### config.mk
export PLATFORM = sky130hd
export DESIGN_NAME = cart_mbc5_responder_flat
export DESIGN_NICKNAME = d
export VERILOG_FILES = /design/src/rtl/cart_pkg.sv /design/src/rtl/cart_mbc5_responder_if.sv /design/src/rtl/cart_mbc5_responder_bank_regs.sv /design/src/rtl/cart_mbc5_responder.sv /design/src/flat_wrapper.sv
export SDC_FILE = /design/constraint.sdc
export NUM_CORES = 1
export LEC_CHECK = 0
export ABC_CLOCK_PERIOD_IN_PS = 3570
export BUFFER_PORTS_ARGS = -buffer_cell sky130_fd_sc_hd__buf_2
export CAP_MARGIN = 30
export CORE_AREA = 2 2 59 61
export DETAILED_ROUTE_END_ITERATION = 8
export DIE_AREA = 0 0 61 63
export GPL_ROUTABILITY_DRIVEN = 0
export PLACE_DENSITY = 0.87
export SLEW_MARGIN = 40
export SYNTH_ARGS = -nofsm -noshare
export SYNTH_HDL_FRONTEND = slang
export SYNTH_HIERARCHICAL = 1
export SYNTH_SLANG_ARGS = --single-unit
export TNS_END_PERCENT = 100
### constraint.sdc
create_clock -name clk -period 3.57 [get_ports clk]
set_input_delay 0.1785 -clock clk [delete_from_list [all_inputs] [get_ports clk]]
set_output_delay 0.1785 -clock clk [all_outputs]
set_load 0.1 [all_outputs]
### src/rtl/cart_pkg.sv
// Shared types and constants for the MBC5 cartridge responder.
package cart_pkg;

  // Region tag latched for the read path.
  typedef enum logic [1:0] {
    RGN_ROM0 = 2'd0,
    RGN_ROMX = 2'd1,
    RGN_RAM  = 2'd2,
    RGN_OPEN = 2'd3
  } region_e;

  // Register window bases inside 0000-7FFF.
  localparam logic [15:0] WIN_RAM_EN   = 16'h0000;
  localparam logic [15:0] WIN_ROM_LO   = 16'h2000;
  localparam logic [15:0] WIN_ROM_HI   = 16'h3000;
  localparam logic [15:0] WIN_RAM_BANK = 16'h4000;

  // Low-nibble value that enables external RAM.
  localparam logic [3:0] RAM_EN_KEY = 4'hA;

endpackage

### src/rtl/cart_mbc5_responder_if.sv
// Console cartridge bus: the console drives strobes/address/data, the cartridge returns read data.
interface cart_mbc5_responder_if;
  logic        n_cart_clk;
  logic        cart_write;
  logic        cart_read;
  logic        cart_cs;
  logic [15:0] cart_addr;
  logic [7:0]  cart_wdata;
  logic [7:0]  cart_rdata;

  modport master (
    output n_cart_clk, cart_write, cart_read, cart_cs, cart_addr, cart_wdata,
    input  cart_rdata
  );

  modport slave (
    input  n_cart_clk, cart_write, cart_read, cart_cs, cart_addr, cart_wdata,
    output cart_rdata
  );
endinterface

### src/rtl/cart_mbc5_responder_bank_regs.sv
// MBC5 write-commit detector and banking registers (ram_en, rom_bank, ram_bank).
module mbc5_bank_regs
  import cart_pkg::*;
#(
  parameter int ROM_BANK_BITS = 9,
  parameter int RAM_BANK_BITS = 4
) (
  input  logic                     clk,
  input  logic                     reset,
  input  logic                     i_n_cart_clk,
  input  logic                     i_cart_write,
  input  logic                     i_cart_cs,
  input  logic [3:0]               i_addr_hi,
  input  logic [7:0]               i_cart_wdata,
  output logic                     o_commit,
  output logic                     o_ram_en,
  output logic [ROM_BANK_BITS-1:0] o_rom_bank,
  output logic [RAM_BANK_BITS-1:0] o_ram_bank
);

  // Working width for the split 8+1 bit ROM bank write.
  localparam int EXT_BITS = (ROM_BANK_BITS > 9) ? ROM_BANK_BITS : 9;

  logic                     r_n_cart_clk;
  logic                     r_ram_en;
  logic [ROM_BANK_BITS-1:0] r_rom_bank;
  logic [RAM_BANK_BITS-1:0] r_ram_bank;

  logic                     w_commit;
  logic                     w_reg_wr;
  logic                     w_ram_en_nxt;
  logic [EXT_BITS-1:0]      w_rom_ext;
  logic [RAM_BANK_BITS-1:0] w_ram_bank_nxt;

  // Rising edge of n_cart_clk with the write strobe held; reset value 1 blocks a commit on the first edge.
  assign w_commit = ~r_n_cart_clk & i_n_cart_clk & i_cart_write;
  assign w_reg_wr = w_commit & ~i_cart_cs & ~i_addr_hi[3];

  // Decode the register window and compute next register values.
  always_comb begin
    w_ram_en_nxt   = r_ram_en;
    w_ram_bank_nxt = r_ram_bank;
    w_rom_ext      = EXT_BITS'(r_rom_bank);
    if (w_reg_wr) begin
      if (i_addr_hi[3:1] == WIN_RAM_EN[15:13]) begin
        w_ram_en_nxt = (i_cart_wdata[3:0] == RAM_EN_KEY);
      end else if (i_addr_hi == WIN_ROM_LO[15:12]) begin
        w_rom_ext[7:0] = i_cart_wdata;
      end else if (i_addr_hi == WIN_ROM_HI[15:12]) begin
        w_rom_ext[8] = i_cart_wdata[0];
      end else if (i_addr_hi[3:1] == WIN_RAM_BANK[15:13]) begin
        w_ram_bank_nxt = i_cart_wdata[RAM_BANK_BITS-1:0];
      end
    end
  end

  // Bus clock history and banking register state.
  always_ff @(posedge clk or negedge reset) begin
    if (!reset) begin
      r_n_cart_clk <= 1'b1;
      r_ram_en     <= 1'b0;
      r_rom_bank   <= ROM_BANK_BITS'(1);
      r_ram_bank   <= '0;
    end else begin
      r_n_cart_clk <= i_n_cart_clk;
      r_ram_en     <= w_ram_en_nxt;
      r_rom_bank   <= w_rom_ext[ROM_BANK_BITS-1:0];
      r_ram_bank   <= w_ram_bank_nxt;
    end
  end

  assign o_commit   = w_commit;
  assign o_ram_en   = r_ram_en;
  assign o_rom_bank = r_rom_bank;
  assign o_ram_bank = r_ram_bank;

endmodule

### src/rtl/cart_mbc5_responder.sv
// MBC5 cartridge responder: bus decode, ROM/RAM mapping, read mux and save-dirty tracking.
// Optional build macro CART_RUMBLE_EN: ram_bank[3] drives rumble instead of RAM addressing.
module cart_mbc5_responder
  import cart_pkg::*;
#(
  parameter int ROM_BANK_BITS = 9,
  parameter int RAM_BANK_BITS = 4
) (
  input  logic                        clk,
  input  logic                        reset,
  cart_mbc5_responder_if.slave        bus,
  output logic [14+ROM_BANK_BITS-1:0] rom_addr,
  input  logic [7:0]                  rom_rdata,
  output logic [13+RAM_BANK_BITS-1:0] ram_addr,
  output logic [7:0]                  ram_wdata,
  output logic                        ram_write,
  input  logic [7:0]                  ram_rdata,
  output logic                        save_dirty,
  input  logic                        save_ack,
  output logic                        rumble
);

  logic                     w_commit;
  logic                     w_ram_en;
  logic [ROM_BANK_BITS-1:0] w_rom_bank;
  logic [RAM_BANK_BITS-1:0] w_ram_bank;
  logic [ROM_BANK_BITS-1:0] w_rom_bank_sel;
  region_e                  w_tag_nxt;
  region_e                  r_tag;
  logic                     r_save_dirty;

  mbc5_bank_regs #(
    .ROM_BANK_BITS (ROM_BANK_BITS),
    .RAM_BANK_BITS (RAM_BANK_BITS)
  ) u_bank_regs (
    .clk          (clk),
    .reset        (reset),
    .i_n_cart_clk (bus.n_cart_clk),
    .i_cart_write (bus.cart_write),
    .i_cart_cs    (bus.cart_cs),
    .i_addr_hi    (bus.cart_addr[15:12]),
    .i_cart_wdata (bus.cart_wdata),
    .o_commit     (w_commit),
    .o_ram_en     (w_ram_en),
    .o_rom_bank   (w_rom_bank),
    .o_ram_bank   (w_ram_bank)
  );

  // Lower ROM window is fixed at bank 0; upper window uses the bank register (bank 0 allowed).
  assign w_rom_bank_sel = bus.cart_addr[14] ? w_rom_bank : '0;
  assign rom_addr       = {w_rom_bank_sel, bus.cart_addr[13:0]};

`ifdef CART_RUMBLE_EN
  assign ram_addr = {{(RAM_BANK_BITS-3){1'b0}}, w_ram_bank[2:0], bus.cart_addr[12:0]};
  assign rumble   = w_ram_bank[3];
`else
  assign ram_addr = {w_ram_bank, bus.cart_addr[12:0]};
  assign rumble   = 1'b0;
`endif

  assign ram_write = w_commit & bus.cart_cs & w_ram_en;
  assign ram_wdata = bus.cart_wdata;

  // Classify the current access for the next-cycle read mux.
  always_comb begin
    w_tag_nxt = RGN_OPEN;
    if (bus.cart_read) begin
      if (!bus.cart_addr[15]) begin
        w_tag_nxt = bus.cart_addr[14] ? RGN_ROMX : RGN_ROM0;
      end else if (bus.cart_cs && w_ram_en) begin
        w_tag_nxt = RGN_RAM;
      end
    end
  end

  // Region tag register and save-dirty flag (a RAM write beats a same-cycle acknowledge).
  always_ff @(posedge clk or negedge reset) begin
    if (!reset) begin
      r_tag        <= RGN_OPEN;
      r_save_dirty <= 1'b0;
    end else begin
      r_tag <= w_tag_nxt;
      if (ram_write) begin
        r_save_dirty <= 1'b1;
      end else if (save_ack) begin
        r_save_dirty <= 1'b0;
      end
    end
  end

  // Read data mux driven by the registered tag.
  always_comb begin
    bus.cart_rdata = 8'hFF;
    case (r_tag)
      RGN_ROM0, RGN_ROMX: bus.cart_rdata = rom_rdata;
      RGN_RAM:            bus.cart_rdata = ram_rdata;
      default:            bus.cart_rdata = 8'hFF;
    endcase
  end

  assign save_dirty = r_save_dirty;

endmodule

### src/flat_wrapper.sv
// flat-port wrapper written by rule: the top's interface ports become plain ports
module cart_mbc5_responder_flat import cart_pkg::*;
#(
  parameter int ROM_BANK_BITS = 9,
  parameter int RAM_BANK_BITS = 4
)
  (clk, reset, rom_addr, rom_rdata, ram_addr, ram_wdata, ram_write, ram_rdata, save_dirty, save_ack, rumble, bus_n_cart_clk, bus_cart_write, bus_cart_read, bus_cart_cs, bus_cart_addr, bus_cart_wdata, bus_cart_rdata);
  cart_mbc5_responder_if bus_i ();
  input  logic clk;
  input  logic reset;
  output logic [14+ROM_BANK_BITS-1:0] rom_addr;
  input  logic [7:0] rom_rdata;
  output logic [13+RAM_BANK_BITS-1:0] ram_addr;
  output logic [7:0] ram_wdata;
  output logic ram_write;
  input  logic [7:0] ram_rdata;
  output logic save_dirty;
  input  logic save_ack;
  output logic rumble;
  input wire logic [$bits(bus_i.n_cart_clk)-1:0] bus_n_cart_clk;
  input wire logic [$bits(bus_i.cart_write)-1:0] bus_cart_write;
  input wire logic [$bits(bus_i.cart_read)-1:0] bus_cart_read;
  input wire logic [$bits(bus_i.cart_cs)-1:0] bus_cart_cs;
  input wire logic [$bits(bus_i.cart_addr)-1:0] bus_cart_addr;
  input wire logic [$bits(bus_i.cart_wdata)-1:0] bus_cart_wdata;
  output wire logic [$bits(bus_i.cart_rdata)-1:0] bus_cart_rdata;
  assign bus_i.n_cart_clk = bus_n_cart_clk;
  assign bus_i.cart_write = bus_cart_write;
  assign bus_i.cart_read = bus_cart_read;
  assign bus_i.cart_cs = bus_cart_cs;
  assign bus_i.cart_addr = bus_cart_addr;
  assign bus_i.cart_wdata = bus_cart_wdata;
  assign bus_cart_rdata = bus_i.cart_rdata;
  cart_mbc5_responder #(.ROM_BANK_BITS(ROM_BANK_BITS), .RAM_BANK_BITS(RAM_BANK_BITS)) u_core (.clk(clk), .reset(reset), .bus(bus_i), .rom_addr(rom_addr), .rom_rdata(rom_rdata), .ram_addr(ram_addr), .ram_wdata(ram_wdata), .ram_write(ram_write), .ram_rdata(ram_rdata), .save_dirty(save_dirty), .save_ack(save_ack), .rumble(rumble));
endmodule
After elaboration in Yosys (flattened, before gate mapping)
Cells that the tools add are included.

Eq/ne operators: 6. Muxes and demuxes: 8. Bitwise logic cells: 12. Reductions and logical operators: 9.

Operator list (number): 8-bit case mux with 2 select lines (1); 9-bit two-way mux (1); 4-bit by 2-bit equality test with 1-bit output, second input constant (2); 1-bit AND (6); 1-bit NOT (6); 5-bit AND reduction (1); 4-bit equality test, second input constant (1); 1-bit two-way mux (4); 2-bit two-way mux (2); 4-bit AND reduction (1); 3-bit by 2-bit equality test with 1-bit output, second input constant (1); 3-bit logical NOT (1); 3-bit AND reduction (1); 2-bit by 1-bit equality test with 1-bit output, second input constant (1); 2-bit equality test, second input constant (1); 2-bit logical NOT (1); 2-bit AND reduction (1); 2-bit nonzero test (1); 2-bit OR reduction (1); 1-bit logical AND (1).

Register bits: 18. Input bits: 47. Output and inout bits: 59.

Logic depth before layout (Yosys ltp)
Depth in word-level cells: 6. Gate-level depth with buffers: 4.

Modules after synthesis
The synthesis kept the hierarchy.

Modules (own cells, without submodules): mbc5_bank_regs (times used 1, cells each 38, area an instance 618.1 sq um, sequential area each 377.9 sq um); cart_mbc5_responder (times used 1, cells each 83, area an instance 610.6 sq um, sequential area each 77.6 sq um).

Least setup slack after synthesis
OpenSTA, ideal clock, no wires.

Path type: register to output. Start: register u_core.r_tag[0]. End: output bus_cart_rdata[4]. Arrival: 2182 ps. Required time: 3391 ps. Slack: 1210 ps. Stages on the path, launching flop included: 4. Path buffers: 1. Path through: dfstp_2 > buf_2 > nor2_1 > a21oi_1.

Cells in the longest elaborated chain, start to end: 3. Elaborated cells on any way between the ends: 5.

Ends and longest elaborated chain: start: declaration (RTL line cart_mbc5_responder.sv:29) `region_e r_tag;`; start signal: assignment (RTL line cart_mbc5_responder.sv:82) `r_tag <= w_tag_nxt;`; 2-bit by 1-bit equality test with 1-bit output or 2-bit logical NOT (tied branches) (RTL line cart_mbc5_responder.sv:94) `case (r_tag)`; 2-bit OR reduction (RTL line cart_mbc5_responder.sv:94); 8-bit case mux with 2 select lines (*) (RTL line cart_mbc5_responder.sv:94); end: declaration (RTL line flat_wrapper.sv:26) `output wire logic [$bits(bus_i.cart_rdata)-1:0] bus_cart_rdata;`.

Mark *: on every way between the ends. The rest lies on a longest branch, timed or not.

Worst setup path after layout
Start: register u_core.r_tag[1]. End: output bus_cart_rdata[5].

The elaborated chain is that of the path after synthesis.

==> flow_metrics.env <==
export IMPL_status="completed"
export IMPL_p_int_uw=333.6
export IMPL_cp_data_required_time_ns=3.39
export IMPL_clock_sinks=18
export IMPL_dieArea_um2=3843
export IMPL_grt_pass1_vias=873
export IMPL_finalSetupViolations=0
export IMPL_num_rows=21
export IMPL_clk_latency_ns=0.28
export IMPL_grt_setup_unrepaired="no"
export IMPL_yosysWarningCount=6
export IMPL_cpPeakStageDelay_ns=0.75
export IMPL_portBuffers=68
export IMPL_start_kind="flop"
export IMPL_p_seq_share_pct=38.2
export IMPL_clkPwrFrac_pct=19.8
export IMPL_grt_pass1_wl_um=3663
export IMPL_drive_gt1_share_pct=64.10
export IMPL_post_route_min_period_ns=1.896
export IMPL_path_cells="nor2_1 -> a21oi_1 -> buf_2"
export IMPL_avgSynthCellArea_um2=10.15
export IMPL_synth_top_cell_area_share_pct=28.51
export IMPL_yosys_top_cells_area="dfrtp_1 29%, buf_4 22%, mux2_2 13%"
export IMPL_syn_to_final_growth_pct=12.02
export IMPL_die_y_um=63
export IMPL_track_usage_pct=12.41
export IMPL_ir_drop_v=0.0003034
export IMPL_drtIter0Drc=16
export IMPL_grt_max_degree=19
export IMPL_wl_um=2414
export IMPL_syn_area_um2=1229
export IMPL_cts_root_buf="clkbuf_4"
export IMPL_period_share_pct=53.10
export IMPL_leakage_uw=0.0007624
export IMPL_synth_seq_area_share_pct=37.07
export IMPL_die_x_um=61
export IMPL_synth_mux_area_share_pct=12.83
export IMPL_synth_top_family_by_area="buffers and inverters"
export IMPL_start_util_pct=38.02
export IMPL_overflow=0
export IMPL_min_path_type="input pin to flop"
export IMPL_vias=901
export IMPL_combPwrFrac_pct=42.0
export IMPL_viasPerCell=4.460
export IMPL_diodes=0
export IMPL_cts_tree="done"
export IMPL_slew_violations=0
export IMPL_numCtsBuffers=3
export IMPL_worstPathMaxFanout=16
export IMPL_fin_nets=204
export IMPL_p_sw_share_pct=45.38
export IMPL_synth_top_cell_by_area="dfrtp_1"
export IMPL_fin_area_um2=1376
export IMPL_fin_skew_ns=0.001368
export IMPL_synth_fa_ha_area_share_pct=0
export IMPL_power_density_nw_per_um2=443.7
export IMPL_dp_hpwl_um=1940
export IMPL_crit_slowest_cell="dfstp_2"
export IMPL_postCtsResizedCells=0
export IMPL_cts_buffer_depth=2
export IMPL_critPathBufInv=1
export IMPL_antenna_found_initial=0
export IMPL_ys_types=25
export IMPL_drc_errors=0
export IMPL_cts_htree_levels=1
export IMPL_core_um2=3232
export IMPL_end_kind="output pin"
export IMPL_path_class="flop to output pin"
export IMPL_dp_cells=196
export IMPL_clk_pin_slew_worst_paths_ns=0.10
export IMPL_wl_per_cell_um=11.95
export IMPL_netlist_instances=121
export IMPL_post_cts_buffers=0
export IMPL_tns_ns=0
export IMPL_ys_seq_elements=18
export IMPL_pin_count=106
export IMPL_synth_compound_area_share_pct=6.110
export IMPL_hold_viol=0
export IMPL_max_freq_mhz=527.5
export IMPL_final_cells=202
export IMPL_max_cap_violations=0
export IMPL_place_area_um2=1320
export IMPL_synthSimpleGateAreaFrac_pct=18.43
export IMPL_cp_arrival_ns=1.72
export IMPL_dr_pass1_iters=4
export IMPL_synthXorXnorAreaFrac_pct=0
export IMPL_crit_family="flip-flops"
export IMPL_antenna_left=0
export IMPL_synthesis_nets=168
export IMPL_switching_power_uw=277.1
[metal layers]
layer	share of wire [%]	up-vias	track usage (%)	wire length (µm)
met5	0	-	0	0
met4	3.1	0	7.065	75
met3	8.7	19	2.484	211
met2	50	41	22.04	1206
met1	38	409	12.89	920
li1	-	432	-	-
[final timing paths]
check,from,to,slack [ns],cells past startpoint
max,u_core/r_tag[1],bus_cart_rdata[5],1.67,3
min,bus_cart_read,u_core/r_tag[1],0.02,2
max reg2reg,u_core/u_bank_regs/r_n_cart_clk,u_core/u_bank_regs/o_ram_bank[3],2.13,3
min reg2reg,u_core/save_dirty,u_core/save_dirty,0.49,1
max in group asynchronous,reset,u_core/u_bank_regs/o_rom_bank[0],2.91,2
min in group asynchronous,reset,u_core/u_bank_regs/o_ram_en,0.34,2
[state kept, by name, summed over array words and instances, names as in the netlist]
| register | cells |
|---|---|
| u_core/u_bank_regs/o_rom_bank | 9 |
| u_core/save_dirty | 1 |
| u_core/r_tag | 2 |
| u_core/u_bank_regs/o_ram_bank | 4 |
| u_core/u_bank_regs/o_ram_en | 1 |
| u_core/u_bank_regs/r_n_cart_clk | 1 |
[cells in the mapped netlist, drive strengths merged]
| master | n |
|---|---|
| buf | 39 |
| nor2 | 19 |
| dfrtp | 14 |
| mux2 | 14 |
| and2 | 9 |
| a21oi | 8 |
| dfstp | 4 |
| and3 | 2 |
| nand4b | 2 |
| a21o | 1 |
| and3b | 1 |
| and4bb | 1 |
| conb | 1 |
| inv | 1 |
| nand2b | 1 |
| nand3 | 1 |
| nand4 | 1 |
| nor4bb | 1 |
| o21ai | 1 |
[repair_timing]
| action | in CTS | in global routing |
|---|---|---|
| hold buffers | 2 | 0 |
| hold endpoints to repair | 15 | 0 |
| endpoints found under the setup margin | 0 | 0 |
[power by group through the flow]
stage / registers [µW] / logic, µW / clock network (µW)
global route: 235 / 267 / 136
global placement: 236 / 254 / 0
detailed placement: 237 / 256 / 0
finish: 233 / 256 / 121
CTS: 233 / 258 / 126
floorplan: 277 / 301 / 0
[cells by family (layout without fill, tap and decap cells)]
family / count (synthesis) / after routing
AOI/OAI and AO/OA: 10 / 10
buffers and inverters: 40 / 75
DFF: 18 / 18
muxes: 14 / 14
other: 1 / 1
and+or+nand+nor: 38 / 38
[worst reg2reg max path: stages, from the launching register on]
cell      delay (ns)
dfstp_2         0.54
and3b_1         0.20
nand4b_1        0.23
mux2_2          0.37
[stage by stage]
stage / setup slack (ns) / utilization [%] / hold WS [ns] / total power, µW
after floorplan: 1.210 / - / -0.1171 / 577.8
after global placement: 2.004 / 40.84 / 0.1256 / 489.7
after detailed placement: 1.973 / 40.84 / 0.1286 / 493.5
after CTS: 1.649 / 42.59 / 0.01334 / 618.1
after global routing: 1.592 / 42.59 / 0.02036 / 638.1
final: 1.674 / 42.59 / 0.02367 / 610.7
[layout make-up]
class | instances | area, µm²
fill | 348 | 1856
multi-input combinational | 63 | 462.9
sequential | 18 | 455.4
timing repair buffer | 70 | 360.3
tap | 46 | 57.56
clock buffer | 4 | 36.28
inverter | 1 | 3.754
[placed cells by master, fill, tap and decap left out, types with 2 or more instances in the layout]
cell / instances
a21oi_1: 2
a21oi_2: 6
and2_1: 9
and3_1: 2
buf_2: 68
clkbuf_4: 3
dfrtp_1: 14
dfstp_2: 4
dlygate4sd3_1: 2
mux2_2: 14
nor2_1: 17
nor2_2: 2
(Power assumes the default switching activity.)
